File: src/rtl/stc0_ingress_arb.sv
// Two-requester round-robin ingress arbiter feeding the stc0_core byte port.
// A grant ends on Last, on MAX_BURST beats, or after IDLE_TO idle cycles.
module stc0_ingress_arb #(
   parameter int unsigned MAX_BURST = 16,
   parameter int unsigned IDLE_TO   = 8
) (
   input  logic        Clk,
   input  logic        ARstb,
   input  logic        Valid0,
   input  logic        Valid1,
   input  logic [7:0]  Data0,
   input  logic [7:0]  Data1,
   input  logic        Last0,
   input  logic        Last1,
   output logic        Ack0,
   output logic        Ack1,
   output logic [7:0]  ID,
   output logic        IValid,
   output logic [1:0]  Gnt,
   output logic [15:0] BurstCnt
);

   typedef enum logic [1:0] {
      IDLE   = 2'd0,
      GRANT0 = 2'd1,
      GRANT1 = 2'd2
   } state_t;

   localparam logic [7:0] MAX_B  = 8'(MAX_BURST);
   localparam logic [7:0] IDLE_B = 8'(IDLE_TO);

   state_t      state;
   logic        last_served;
   logic [7:0]  beat_cnt;
   logic [7:0]  idle_cnt;

   logic        cur_last;
   logic [7:0]  cur_data;
   logic        accept;
   logic [7:0]  beat_inc;
   logic [7:0]  idle_inc;
   logic        release_gnt;

   always_comb begin
      Ack0     = (state == GRANT0) && Valid0;
      Ack1     = (state == GRANT1) && Valid1;
      accept   = Ack0 || Ack1;
      cur_data = (state == GRANT1) ? Data1 : Data0;
      cur_last = (state == GRANT1) ? Last1 : Last0;
      beat_inc = beat_cnt + 8'd1;
      idle_inc = idle_cnt + 8'd1;
      // Last and the burst limit on the same beat fold into one release
      release_gnt = 1'b0;
      if (state != IDLE) begin
         if (accept)
            release_gnt = cur_last || (beat_inc == MAX_B);
         else
            release_gnt = (idle_inc == IDLE_B);
      end
   end

   always_ff @(posedge Clk or negedge ARstb) begin
      if (!ARstb) begin
         state       <= IDLE;
         Gnt         <= 2'b00;
         ID          <= '0;
         IValid      <= 1'b0;
         BurstCnt    <= '0;
         beat_cnt    <= '0;
         idle_cnt    <= '0;
         last_served <= 1'b1;
      end else begin
         IValid <= accept;
         if (accept)
            ID <= cur_data;

         if (state == IDLE) begin
            beat_cnt <= '0;
            idle_cnt <= '0;
            if (Valid0 && (!Valid1 || last_served)) begin
               state <= GRANT0;
               Gnt   <= 2'b01;
            end else if (Valid1) begin
               state <= GRANT1;
               Gnt   <= 2'b10;
            end
         end else begin
            if (accept) begin
               beat_cnt <= beat_inc;
               idle_cnt <= '0;
            end else begin
               idle_cnt <= idle_inc;
            end
            if (release_gnt) begin
               state       <= IDLE;
               Gnt         <= 2'b00;
               last_served <= (state == GRANT1);
               BurstCnt    <= BurstCnt + 16'd1;
            end
         end
      end
   end

endmodule

File: config.mk
export PLATFORM = sky130hd
export DESIGN_NAME = stc0_ingress_arb
export DESIGN_NICKNAME = d
export VERILOG_FILES = /design/src/rtl/stc0_ingress_arb.sv
export SDC_FILE = /design/constraint.sdc
export NUM_CORES = 1
export LEC_CHECK = 0
export CORE_ASPECT_RATIO = 1.2
export CORE_MARGIN = 2
export CORE_UTILIZATION = 33
export DETAILED_ROUTE_END_ITERATION = 10
export PLACE_DENSITY = 0.65
export SLEW_MARGIN = 10
export SYNTH_ARGS = -nofsm -noshare
export SYNTH_HDL_FRONTEND = slang
export SYNTH_SLANG_ARGS = --single-unit
File: constraint.sdc
create_clock -name Clk -period 3.1 [get_ports Clk]
set_clock_uncertainty 0.05 [all_clocks]
set_input_delay 0.62 -clock Clk [delete_from_list [all_inputs] [get_ports Clk]]
set_output_delay 0.62 -clock Clk [all_outputs]
set_load 0.03 [all_outputs]
==> results_dict.tcl <==
set metrics [dict create \
    status "complete, no violations" \
    vias 1697 \
    clk_path_buf_depth 2 \
    synth_xor_area_share_pct 9.52 \
    insertion_delay_ns 0.30 \
    synth-edff-count 0 \
    hpwl_um 3170 \
    grt_pass1_vias 1673 \
    die_h_um 93.6 \
    drc_errors 0 \
    synth-seq-cells 44 \
    synth_fa_ha_area_share_pct 1.70 \
    worst_pin_slew_ns 0.945 \
    yosys-top-cells-area "dfrtp_1, xor2_1, nor2_1, nand2_1, mux2i_1" \
    netlist_area_mm2 0.00221 \
    die_x_um 78.7 \
    cpMostUsedCell "clkdlybuf4s50_1" \
    netlist-cell-type-count 47 \
    io_pins 51 \
    rrSetupSlack_ns 0.64 \
    slowest_stage "clkdlybuf4s50_1" \
    final_cells 352 \
    holdCritPathClass "in -> async" \
    synthCells 212 \
    synth_top_area_share_pct 48.8 \
    post-route-util_pct 45.0 \
    fp.coreArea_mm2 0.00645 \
    finalPower_w 0.00241 \
    rsz0062_at_grt "false" \
    drive_gt1_share_pct 10.5 \
    crit_chain "clkdlybuf4s50_1 -> nand3b_1 -> inv_1 -> clkdlybuf4s50_1" \
    reg2reg_depth 7 \
    ctsHoldBuffers 0 \
    synth_top_family_by_area "simple AND/OR/NAND/NOR gates" \
    drt_iter0_drc 73 \
    track_usage_pct 13.2 \
    postCtsSetupBuffers 0 \
    synth_area_leader_cell "dfrtp_1" \
    synthMuxAreaShare_pct 4.14 \
    overflow 0 \
    io_buffers 50 \
    critPathKind "in -> out" \
    num-nets-final 291 \
    timing.final.crit_share_pct 88.4 \
    start_kind "input port" \
    mostFrequentLayoutCell "clkdlybuf4s50_1" \
    ir_drop_v 0.000469 \
    drv_slew 0 \
    place_congestion 0.756 \
    dr.pass1.iters 4 \
    synthSimpleGateAreaFrac_pct 21.2 \
    relSlewSlack_pct 37.0 \
    mostFrequentLayoutCells "clkdlybuf4s50_1, dfrtp_1, nor2_1, nand2_1, xor2_1" \
    hold_viol_final 0 \
    routed_wl_um 4370 \
    synth_area_per_cell_um2 10.4 \
    diodes 0 \
    grt_pass1_wl_um 7780 \
    ant_nets 0 \
    fin_crit_ns 2.74 \
    rows 32 \
    synth_async_sr_flop_share_pct 100 \
    cts_sinks 44 \
    cts_buffers 5 \
    setup_viol 0 \
    p_per_area_mw_per_mm2 833 \
    r2r_start "idle_cnt[0]$_DFF_PN0_" \
    maxCapViolations 0 \
    synth_seq_area_share_pct 49.9 \
    critPathMaxStageDelay_ns 0.66 \
    totalNegativeSetupSlack_ns 0 \
    initial_core_util_pct 34.2 \
    die_area_mm2 0.00736 \
    crit_arrival_ns 2.07 \
    leakage_nw 1.17 \
    antenna_found_initial 0 \
    cts-root-buf "clkbuf_8" \
    syn_nets 237 \
    path_max_fanout 4 \
    viasPerCell 4.82 \
    synthFlopType "dfrtp_1" \
    max_freq_mhz 365 \
    cts-htree-levels 2 \
    wl_per_cell_um 12.4 \
    yosys_warnings 0 \
    grt_max_degree 45 \
    cts-resized-gates 0 \
    crit_required_ns 2.43 \
    path_clk_slew_ns 0.09 \
    synth_compound_area_share_pct 10.9 \
    end_kind "primary output" \
    rr_endpoint "BurstCnt[14]$_DFFE_PN0P_" \
    cts_tree "yes" \
    dp.cells 344 \
    area_delta_synth_final_pct 31.3 \
]
-- registers in the layout (all words and copies together), names as in the netlist --
register and cells:
beat_cnt 8, BurstCnt 16, ID 8, idle_cnt 8
state 2, IValid 1, last_served 1
-- synth_stat cells, types with 2 or more instances --
cell      number
a21oi_1        7
and3_1         3
buf_6          2
clkbuf_1       2
dfrtp_1       43
ha_1           3
inv_1          5
mux2i_1        8
nand2_1       24
nand3_1       11
nand3b_1       2
nand4_1        2
nor2_1        25
nor3_1         3
nor3_2         4
nor4_1         2
o21ai_0       14
xnor2_1        7
xor2_1        17
-- per-layer routing --
layer	vias up	wire length [um]	track usage, %
met2	39	2120	21.7
met4	0	50	3.95
met5	-	0	0
li1	841	-	-
met3	6	196	3.57
met1	811	2010	17.1
-- power breakdown --
group | leakage, nW | switching (W) | internal (W) | total [W]
Combinational | 0.563 | 0.000646 | 0.000447 | 0.00109
Sequential | 0.548 | 0.000159 | 0.000731 | 0.000890
Clock | 0.0552 | 0.000191 | 0.000239 | 0.000430
-- area by class of cell --
class	instances	area, um2
Multi-Input combinational cell	157	1050
Clock inverter	2	35.0
Timing Repair Buffer	52	510
Clock buffer	6	72.6
Fill cell	631	3550
Inverter	6	22.5
Tap cell	85	106
Sequential cell	44	1100
-- metrics by stage --
stage	setup slack (ns)	hold WS [ns]	area, um2
2_1_floorplan	1.05	0.274	2210
3_3_place_gp	0.357	0.413	2790
3_5_place_dp	0.354	0.418	2790
4_1_cts	0.365	0.430	2900
5_1_grt	0.307	0.452	2900
6_report	0.361	0.413	2900
-- logic make-up after synthesis --
| kind of cell | Yosys count |
|---|---|
| flops | 44 |
| xor+xnor | 24 |
| mux | 9 |
| buf+inv | 11 |
| simple gates | 88 |
| fa+ha+maj | 3 |
| compound gates | 33 |
-- critical path: cells and delay by family --
kind	cells	cell delay, ns
AND/OR/NAND/NOR	1	0.13
buffers and inverters	3	1.32
-- worst max-delay path by stage --
stage / start / to / cells past startpoint
floorplan: idle_cnt[0]$_DFF_PN0_ / BurstCnt[10]$_DFFE_PN0P_ / 8
global placement: Valid1 / Ack1 / 4
detailed placement: Valid1 / BurstCnt[14]$_DFFE_PN0P_ / 7
CTS: Valid1 / Ack1 / 4
global route: Valid0 / Ack0 / 4
finish: Valid1 / Ack1 / 4
No activity file was read; power rests on OpenSTA's default activity.
